[src/rtl/alu_sched.sv]
// Two-port request scheduler for a shared, registered ALU: arbitrates, issues, waits
// WAIT_CYC cycles, then holds the captured response. Define ALU_SCHED_FIXED_PRIO_EN for fixed port-0 priority.
module alu_sched #(
    parameter int unsigned WAIT_CYC = 1
) (
    input  logic        clk,
    input  logic        rst,
    input  logic        req0_valid,
    output logic        req0_ready,
    input  logic [31:0] req0_a,
    input  logic [31:0] req0_b,
    input  logic [2:0]  req0_func,
    input  logic        req0_s,
    input  logic        req1_valid,
    output logic        req1_ready,
    input  logic [31:0] req1_a,
    input  logic [31:0] req1_b,
    input  logic [2:0]  req1_func,
    input  logic        req1_s,
    output logic [31:0] alu_a,
    output logic [31:0] alu_b,
    output logic [2:0]  alu_func,
    output logic        alu_s,
    input  logic [31:0] alu_result,
    input  logic [3:0]  alu_flags,
    output logic        rsp_valid,
    input  logic        rsp_ready,
    output logic        rsp_id,
    output logic [31:0] rsp_result,
    output logic [3:0]  rsp_flags,
    output logic        busy
);

    localparam logic [1:0] ST_IDLE  = 2'd0;
    localparam logic [1:0] ST_ISSUE = 2'd1;
    localparam logic [1:0] ST_WAIT  = 2'd2;
    localparam logic [1:0] ST_RESP  = 2'd3;
    localparam logic [3:0] WAIT_LOAD = 4'(WAIT_CYC - 1);

    logic [1:0]  state_q, state_d;
    logic [3:0]  cnt_q, cnt_d;
    logic [31:0] alu_a_q, alu_a_d;
    logic [31:0] alu_b_q, alu_b_d;
    logic [2:0]  alu_func_q, alu_func_d;
    logic        alu_s_q, alu_s_d;
    logic        id_q, id_d;
    logic        rsp_valid_q, rsp_valid_d;
    logic        rsp_id_q, rsp_id_d;
    logic [31:0] rsp_result_q, rsp_result_d;
    logic [3:0]  rsp_flags_q, rsp_flags_d;
    logic        busy_q, busy_d;
    logic        grant_s;
    logic        idle_s;
    logic        hs_s;

    assign idle_s     = (state_q == ST_IDLE);
    assign req0_ready = idle_s & req0_valid & ~grant_s;
    assign req1_ready = idle_s & req1_valid & grant_s;
    assign hs_s       = idle_s & (req0_valid | req1_valid);

`ifdef ALU_SCHED_FIXED_PRIO_EN
    // Fixed priority: port 0 always wins when it is valid
    always_comb begin
        grant_s = 1'b0;
        if (req0_valid) begin
            grant_s = 1'b0;
        end else begin
            grant_s = req1_valid;
        end
    end
`else
    logic pri_q, pri_d;

    // Round-robin winner selection; pri_q names the port that wins the next contention
    always_comb begin
        grant_s = 1'b0;
        pri_d   = pri_q;
        if (req0_valid && req1_valid) begin
            grant_s = pri_q;
        end else if (req0_valid) begin
            grant_s = 1'b0;
        end else begin
            grant_s = req1_valid;
        end
        if (hs_s) begin
            pri_d = ~grant_s;
        end else begin
            pri_d = pri_q;
        end
    end

    // Pointer register, moves only on an accepted request
    always_ff @(posedge clk or posedge rst) begin
        if (rst) begin
            pri_q <= 1'b0;
        end else begin
            pri_q <= pri_d;
        end
    end
`endif

    // Next-state and datapath latch logic for the scheduling FSM
    always_comb begin
        state_d      = state_q;
        cnt_d        = cnt_q;
        alu_a_d      = alu_a_q;
        alu_b_d      = alu_b_q;
        alu_func_d   = alu_func_q;
        alu_s_d      = alu_s_q;
        id_d         = id_q;
        rsp_valid_d  = rsp_valid_q;
        rsp_id_d     = rsp_id_q;
        rsp_result_d = rsp_result_q;
        rsp_flags_d  = rsp_flags_q;
        case (state_q)
            ST_IDLE: begin
                if (hs_s) begin
                    state_d    = ST_ISSUE;
                    alu_a_d    = grant_s ? req1_a    : req0_a;
                    alu_b_d    = grant_s ? req1_b    : req0_b;
                    alu_func_d = grant_s ? req1_func : req0_func;
                    alu_s_d    = grant_s ? req1_s    : req0_s;
                    id_d       = grant_s;
                    cnt_d      = WAIT_LOAD;
                end else begin
                    state_d = ST_IDLE;
                end
            end
            ST_ISSUE: begin
                state_d = ST_WAIT;
            end
            ST_WAIT: begin
                if (cnt_q == 4'd0) begin
                    // alu_s_q still holds the op's s here, so it doubles as the flag mask
                    state_d      = ST_RESP;
                    rsp_valid_d  = 1'b1;
                    rsp_id_d     = id_q;
                    rsp_result_d = alu_result;
                    rsp_flags_d  = alu_s_q ? alu_flags : 4'b0000;
                    alu_s_d      = 1'b0;
                end else begin
                    cnt_d = cnt_q - 4'd1;
                end
            end
            ST_RESP: begin
                if (rsp_ready) begin
                    state_d     = ST_IDLE;
                    rsp_valid_d = 1'b0;
                end else begin
                    state_d = ST_RESP;
                end
            end
            default: begin
                state_d     = ST_IDLE;
                rsp_valid_d = 1'b0;
                alu_s_d     = 1'b0;
            end
        endcase
        busy_d = (state_d != ST_IDLE);
    end

    // State and output registers
    always_ff @(posedge clk or posedge rst) begin
        if (rst) begin
            state_q      <= ST_IDLE;
            cnt_q        <= 4'd0;
            alu_a_q      <= 32'd0;
            alu_b_q      <= 32'd0;
            alu_func_q   <= 3'd0;
            alu_s_q      <= 1'b0;
            id_q         <= 1'b0;
            rsp_valid_q  <= 1'b0;
            rsp_id_q     <= 1'b0;
            rsp_result_q <= 32'd0;
            rsp_flags_q  <= 4'd0;
            busy_q       <= 1'b0;
        end else begin
            state_q      <= state_d;
            cnt_q        <= cnt_d;
            alu_a_q      <= alu_a_d;
            alu_b_q      <= alu_b_d;
            alu_func_q   <= alu_func_d;
            alu_s_q      <= alu_s_d;
            id_q         <= id_d;
            rsp_valid_q  <= rsp_valid_d;
            rsp_id_q     <= rsp_id_d;
            rsp_result_q <= rsp_result_d;
            rsp_flags_q  <= rsp_flags_d;
            busy_q       <= busy_d;
        end
    end

    assign alu_a      = alu_a_q;
    assign alu_b      = alu_b_q;
    assign alu_func   = alu_func_q;
    assign alu_s      = alu_s_q;
    assign rsp_valid  = rsp_valid_q;
    assign rsp_id     = rsp_id_q;
    assign rsp_result = rsp_result_q;
    assign rsp_flags  = rsp_flags_q;
    assign busy       = busy_q;

endmodule

[config.mk]
export PLATFORM = sky130hd
export DESIGN_NAME = alu_sched
export DESIGN_NICKNAME = d
export VERILOG_FILES = /design/src/rtl/alu_sched.sv
export SDC_FILE = /design/constraint.sdc
export NUM_CORES = 1
export LEC_CHECK = 0
export ABC_AREA = 1
export CAP_MARGIN = 10
export CORE_MARGIN = 5
export CORE_UTILIZATION = 41
export DETAILED_ROUTE_END_ITERATION = 7
export PLACE_DENSITY = 0.87
export SETUP_SLACK_MARGIN = 0.15
export SYNTH_ARGS = -nofsm -noshare
export SYNTH_HDL_FRONTEND = slang
export SYNTH_SLANG_ARGS = --single-unit
[constraint.sdc]
create_clock -name clk -period 5.8 [get_ports clk]
set_input_delay 1.16 -clock clk [delete_from_list [all_inputs] [get_ports clk]]
set_output_delay 1.16 -clock clk [all_outputs]
set_load 0.01 [all_outputs]
==> out/results.ini <==
[finish]
antenna_cells = 0
nNetsFinal = 1039
drive_gt1_frac = 0.0493
area_growth_pct = 74.5

[sta]
hold_viol = 0
fin_setup_tns_ns = 0
min_period_ns = 3.81
fin_crit_sh = 0.656
fmax_mhz = 263
rsz0062_at_grt = no
worst_slew_pin_slew_ns = 0.959
relSlewSlack = 0.361
setup_viol = 0
maxSlewViolCount = 0
skew_ns = 0.00591

[die]
die_area_um2 = 14000
fp.dieH_um = 118
core-area_um2 = 11500
io_pins = 286
die_w_um = 118
num_rows = 39
start_util = 0.421

[global_route]
grt_overflow = 0
grt_pass1_wl_um = 25500
track_usage = 0.230
grt_pass1_vias = 4963
antenna_found_initial = 0
grt_max_degree = 79

[cts]
root_buffer = clkbuf_16
hold_buffers = 0
postCtsSetupBuffers = 0
htree_levels = 4
clk_pin_slew_ns = 0.05
post_cts_resized = 0
cts_tree = yes
cts_buffers = 17
clk_latency_ns = 0.41
cts_sinks = 115
cts_buffer_depth = 2

[synthesis]
ys_seq_area_frac = 0.596
avgSynthCellArea_um2 = 8.32
synth_top_area_frac = 0.596
ys_ff_latch = 115
syn_nets = 759
ys_warn_count = 0
syn_inst = 580
synth_cell_types = 17
yosysTopAreaCell = dfrtp_1
netlist_top_cells_area = dfrtp_1 (60%), nand2_1 (25%), nand3_1 (7.8%)
syn_area_um2 = 4830

[setup_path]
critPathMaxStageDelay_ns = 0.58
path_cells = clkdlybuf4s50_1 -> nand2_1 -> nand2_1 -> inv_2 -> nor2_4 -> clkdlybuf4s50_1
worstPathMaxFanout = 3
cpMaxStageDelayCell = clkdlybuf4s50_1
cp_data_arrival_time_ns = 2.65
worstSetupPathType = in2out
critPathRequiredTime_ns = 4.64
startpoint_type = input port
cp-end-kind = primary output

[placement]
gp_congestion = 0.800
port_buffers = 285
dpl.hpwl_um = 11600

[route]
dr.pass1.iters = 4
ant_nets = 0
vias = 4925
drc = 0
drt_iter0_markers = 416
wl_um = 16300
routedWlPerCell_um = 16.0
vias_per_cell = 4.85

[power]
peakVddDrop_mv = 0.352
p_total_mw = 4.48
p_per_area_nw_per_um2 = 532
p_leak_nw = 3.88

[outcome]
status = finished clean

[worst_hold_path]
min_path_type = reg2reg

[run]
maxCapViolCount = 0

-- cell usage in the layout, fill, tap and decap left out, drive strengths merged --
cell type and n:
clkinvlp 4, inv 12, clkdlybuf4s50 285, nand3 75, o21ai 8, nand4 1, ha 2, dfrtp 115
bufinv 6, clkbuf 19, nor2 14, xor2 1, buf 5, clkinv 3, o21bai 2, nand2 321
-- area by class of cell --
| type | count | area (um2) |
|---|---|---|
| Timing Repair Buffer | 290 | 2890 |
| Clock buffer | 19 | 433 |
| Fill cell | 783 | 3050 |
| Sequential cell | 115 | 2880 |
| Inverter | 12 | 47.5 |
| Clock inverter | 13 | 233 |
| Tap cell | 143 | 179 |
| Multi-Input combinational cell | 424 | 1760 |
-- critical path: cells and delay by family --
| family | cells | cell delay [ns] |
|---|---|---|
| buffers and inverters | 3 | 1.19 |
| and+or+nand+nor | 3 | 0.30 |
-- cell families (layout without fill, tap and decap cells) --
| kind of cell | count (synthesis) | in the layout | share of synthesized area |
|---|---|---|---|
| buffers and inverters | 41 | 334 | 0.0412 |
| and+or+nand+nor | 411 | 411 | 0.343 |
| adders and majority gates | 2 | 2 | 0.00518 |
| DFF | 115 | 115 | 0.596 |
| AOI/OAI and AO/OA | 10 | 10 | 0.0122 |
| xor gates and xnor gates | 1 | 1 | 0.00182 |
-- power by group --
group | internal, mW | total, mW | switching (mW)
Combinational | 0.981 | 1.89 | 0.906
Sequential | 1.20 | 1.42 | 0.219
Clock | 0.805 | 1.18 | 0.374
Total | 2.98 | 4.48 | 1.50
-- synth_stat cells, drive strengths merged --
cell type	instances
nand2	321
dfrtp	115
nand3	75
buf	22
nor2	14
inv	12
o21ai	8
clkbuf	7
ha	2
o21bai	2
nand4	1
xor2	1
-- stage by stage --
step                 util  cells  setup WS, ns  area (um2)  hold WS (ns)
floorplan               -    580          1.60        4830         0.482
detailed placement  0.676    984          1.97        7750         0.458
finish              0.734   1016          1.99        8420         0.468
CTS                 0.734   1016          1.97        8420         0.471
global placement    0.676    984          1.97        7750         0.452
global route        0.734   1016          1.90        8420         0.481
-- layer usage --
metal,vias up,part of all wire,GRT usage,routed length (um)
met5,-,0,0,0
met4,0,0.036,0.112,586
met3,43,0.098,0.100,1600
met2,217,0.50,0.380,8070
met1,2290,0.37,0.253,6010
li1,2375,-,-,-
-- final timing paths --
| path | start | end | slack (ns) | cells after the start |
|---|---|---|---|---|
| max in group asynchronous | rst | rsp_result[13] | 3.42 | 3 |
| max reg2reg | cnt_q[0] | rsp_id | 3.83 | 8 |
| min | rsp_result[17] | rsp_result[17] | 0.47 | 2 |
| min in group asynchronous | rst | alu_a[27] | 1.32 | 2 |
| max | req0_valid | req0_ready | 1.99 | 6 |
| min reg2reg | rsp_result[17] | rsp_result[17] | 0.47 | 2 |
-- flip-flops by register name, summed over array words and instances, names as in the netlist, 2 cells and up --
signal	flops
state_q	2
cnt_q	4
rsp_result	32
alu_func	3
alu_a	32
alu_b	32
rsp_flags	4
Power figures use the tool's default switching activity.
==> variant (same flow settings) <==
Put one more register stage on the output `rsp_flags`, with the module's reset. The value now appears one clock later. The other outputs are not delayed to match.
--- a/src/rtl/alu_sched.sv
+++ b/src/rtl/alu_sched.sv
@@ -198,5 +198,11 @@
     assign rsp_id     = rsp_id_q;
     assign rsp_result = rsp_result_q;
-    assign rsp_flags  = rsp_flags_q;
+    always_ff @(posedge clk or posedge rst) begin
+        if (rst) begin
+            rsp_flags <= '0;
+        end else begin
+            rsp_flags <= rsp_flags_q;
+        end
+    end
     assign busy       = busy_q;
 
Formal check against the unedited RTL: not equivalent (Yosys sat finds a counterexample within 4 cycles, from zero or initial values and one cycle with rst high).
==> variant against the unedited design <==
- sequential cell count grew 4
- largest power group unchanged
- cell area grew 0.46%
- fmax shrank 0.41%
- total power shrank 2.5%
- sequential share of layout area grew 1.0 points
- register-to-register slack gained 150 ps
- setup slack lost 15 ps
- critical endpoint unchanged
- final cell count grew 0.89%
- area after synthesis grew 1.9%
- wire length shrank 1.3%
- utilization shrank 2.1 points
==> variant: results (changes against the unedited design) <==
stage	metric	value	unit	change
synthesis	synth_common_cells	nand2_1 (321), dfrtp_1 (119), nand3_1 (75)		was nand2_1 (321), dfrtp_1 (115), nand3_1 (75)
global_route	gr-usage-met2	0.377		was 0.380
sta	fin_skew	10.6	ps	was 5.91 ps
cells_and_area	fin_area	0.00846	mm^2	was 0.00842 mm^2
cells_and_area	fin_nets	1043		was 1,039
worst_setup_path	reg2reg_from	state_q[1]		was cnt_q[0]
global_route	grt_max_degree	76		was 79
place	placed_cell_area	0.00786	mm^2	was 0.00775 mm^2
sta	slew_headroom	0.401		was 0.361
global_route	grt_util_met3	0.104		was 0.100
drt	wirelength	16100	um	was 16,300 um
drt	drtPass1Iterations	5		was 4
drt	wl_per_cell	15.7	um	was 16.0 um
hold_path	min-delay-start	rsp_flags_q[1]		was rsp_result[17]
cells_and_area	layout-drive-gt1-share	0.0513		was 0.0493
drt	vias	4913		was 4,925
global_route	use_met1	0.248		was 0.253
drt	wl_met3	1600	um	about the same
drt	drt_iter0_markers	360		was 416
cells_and_area	n_fill_cell	891		was 783
hold_path	min_path_cells	0		was 2
worst_setup_path	r2r-end	alu_b[6]		was rsp_id
hold_path	hold_end	rsp_flags[1]		was rsp_result[17]
place	routabilityCongestion	0.834		was 0.800
run_status	status	complete, no violations		unchanged
synthesis	synth_fp_nets	763		was 759
synthesis	yosysSeqAreaShare	0.606		was 0.596
-- variant: cells by family after synthesis --
kind of cell | Yosys count | share of synthesized area
AOI/OAI and AO/OA | 10 | 0.0120
and+or+nand+nor | 411 | 0.336
DFF | 119 | 0.606
buffers and inverters | 41 | 0.0397
adders and majority gates | 2 | 0.00509
xor gates and xnor gates | 1 | 0.00178
-- variant: power breakdown --
part           switching, mW  internal (mW)  total (mW)
Sequential             0.220           1.24        1.46
Clock                  0.380          0.659        1.04
Combinational          0.895          0.978        1.87
-- variant: worst max-delay path: cells and delay by family --
kind / cells / cell delay, ps
AND/OR/NAND/NOR: 3 / 300
buffers and inverters: 3 / 1190
-- variant: final cells by class --
| class | count | share of cell area |
|---|---|---|
| flip-flops and latches | 119 | 0.352 |
| repair buffers | 290 | 0.342 |
| multi-input cells | 424 | 0.208 |
| clock buffers | 19 | 0.0536 |
| well taps | 147 | 0.0217 |
| clock inverters | 13 | 0.0170 |
| inverters | 12 | 0.00562 |
| diodes | 1 | 0.000296 |
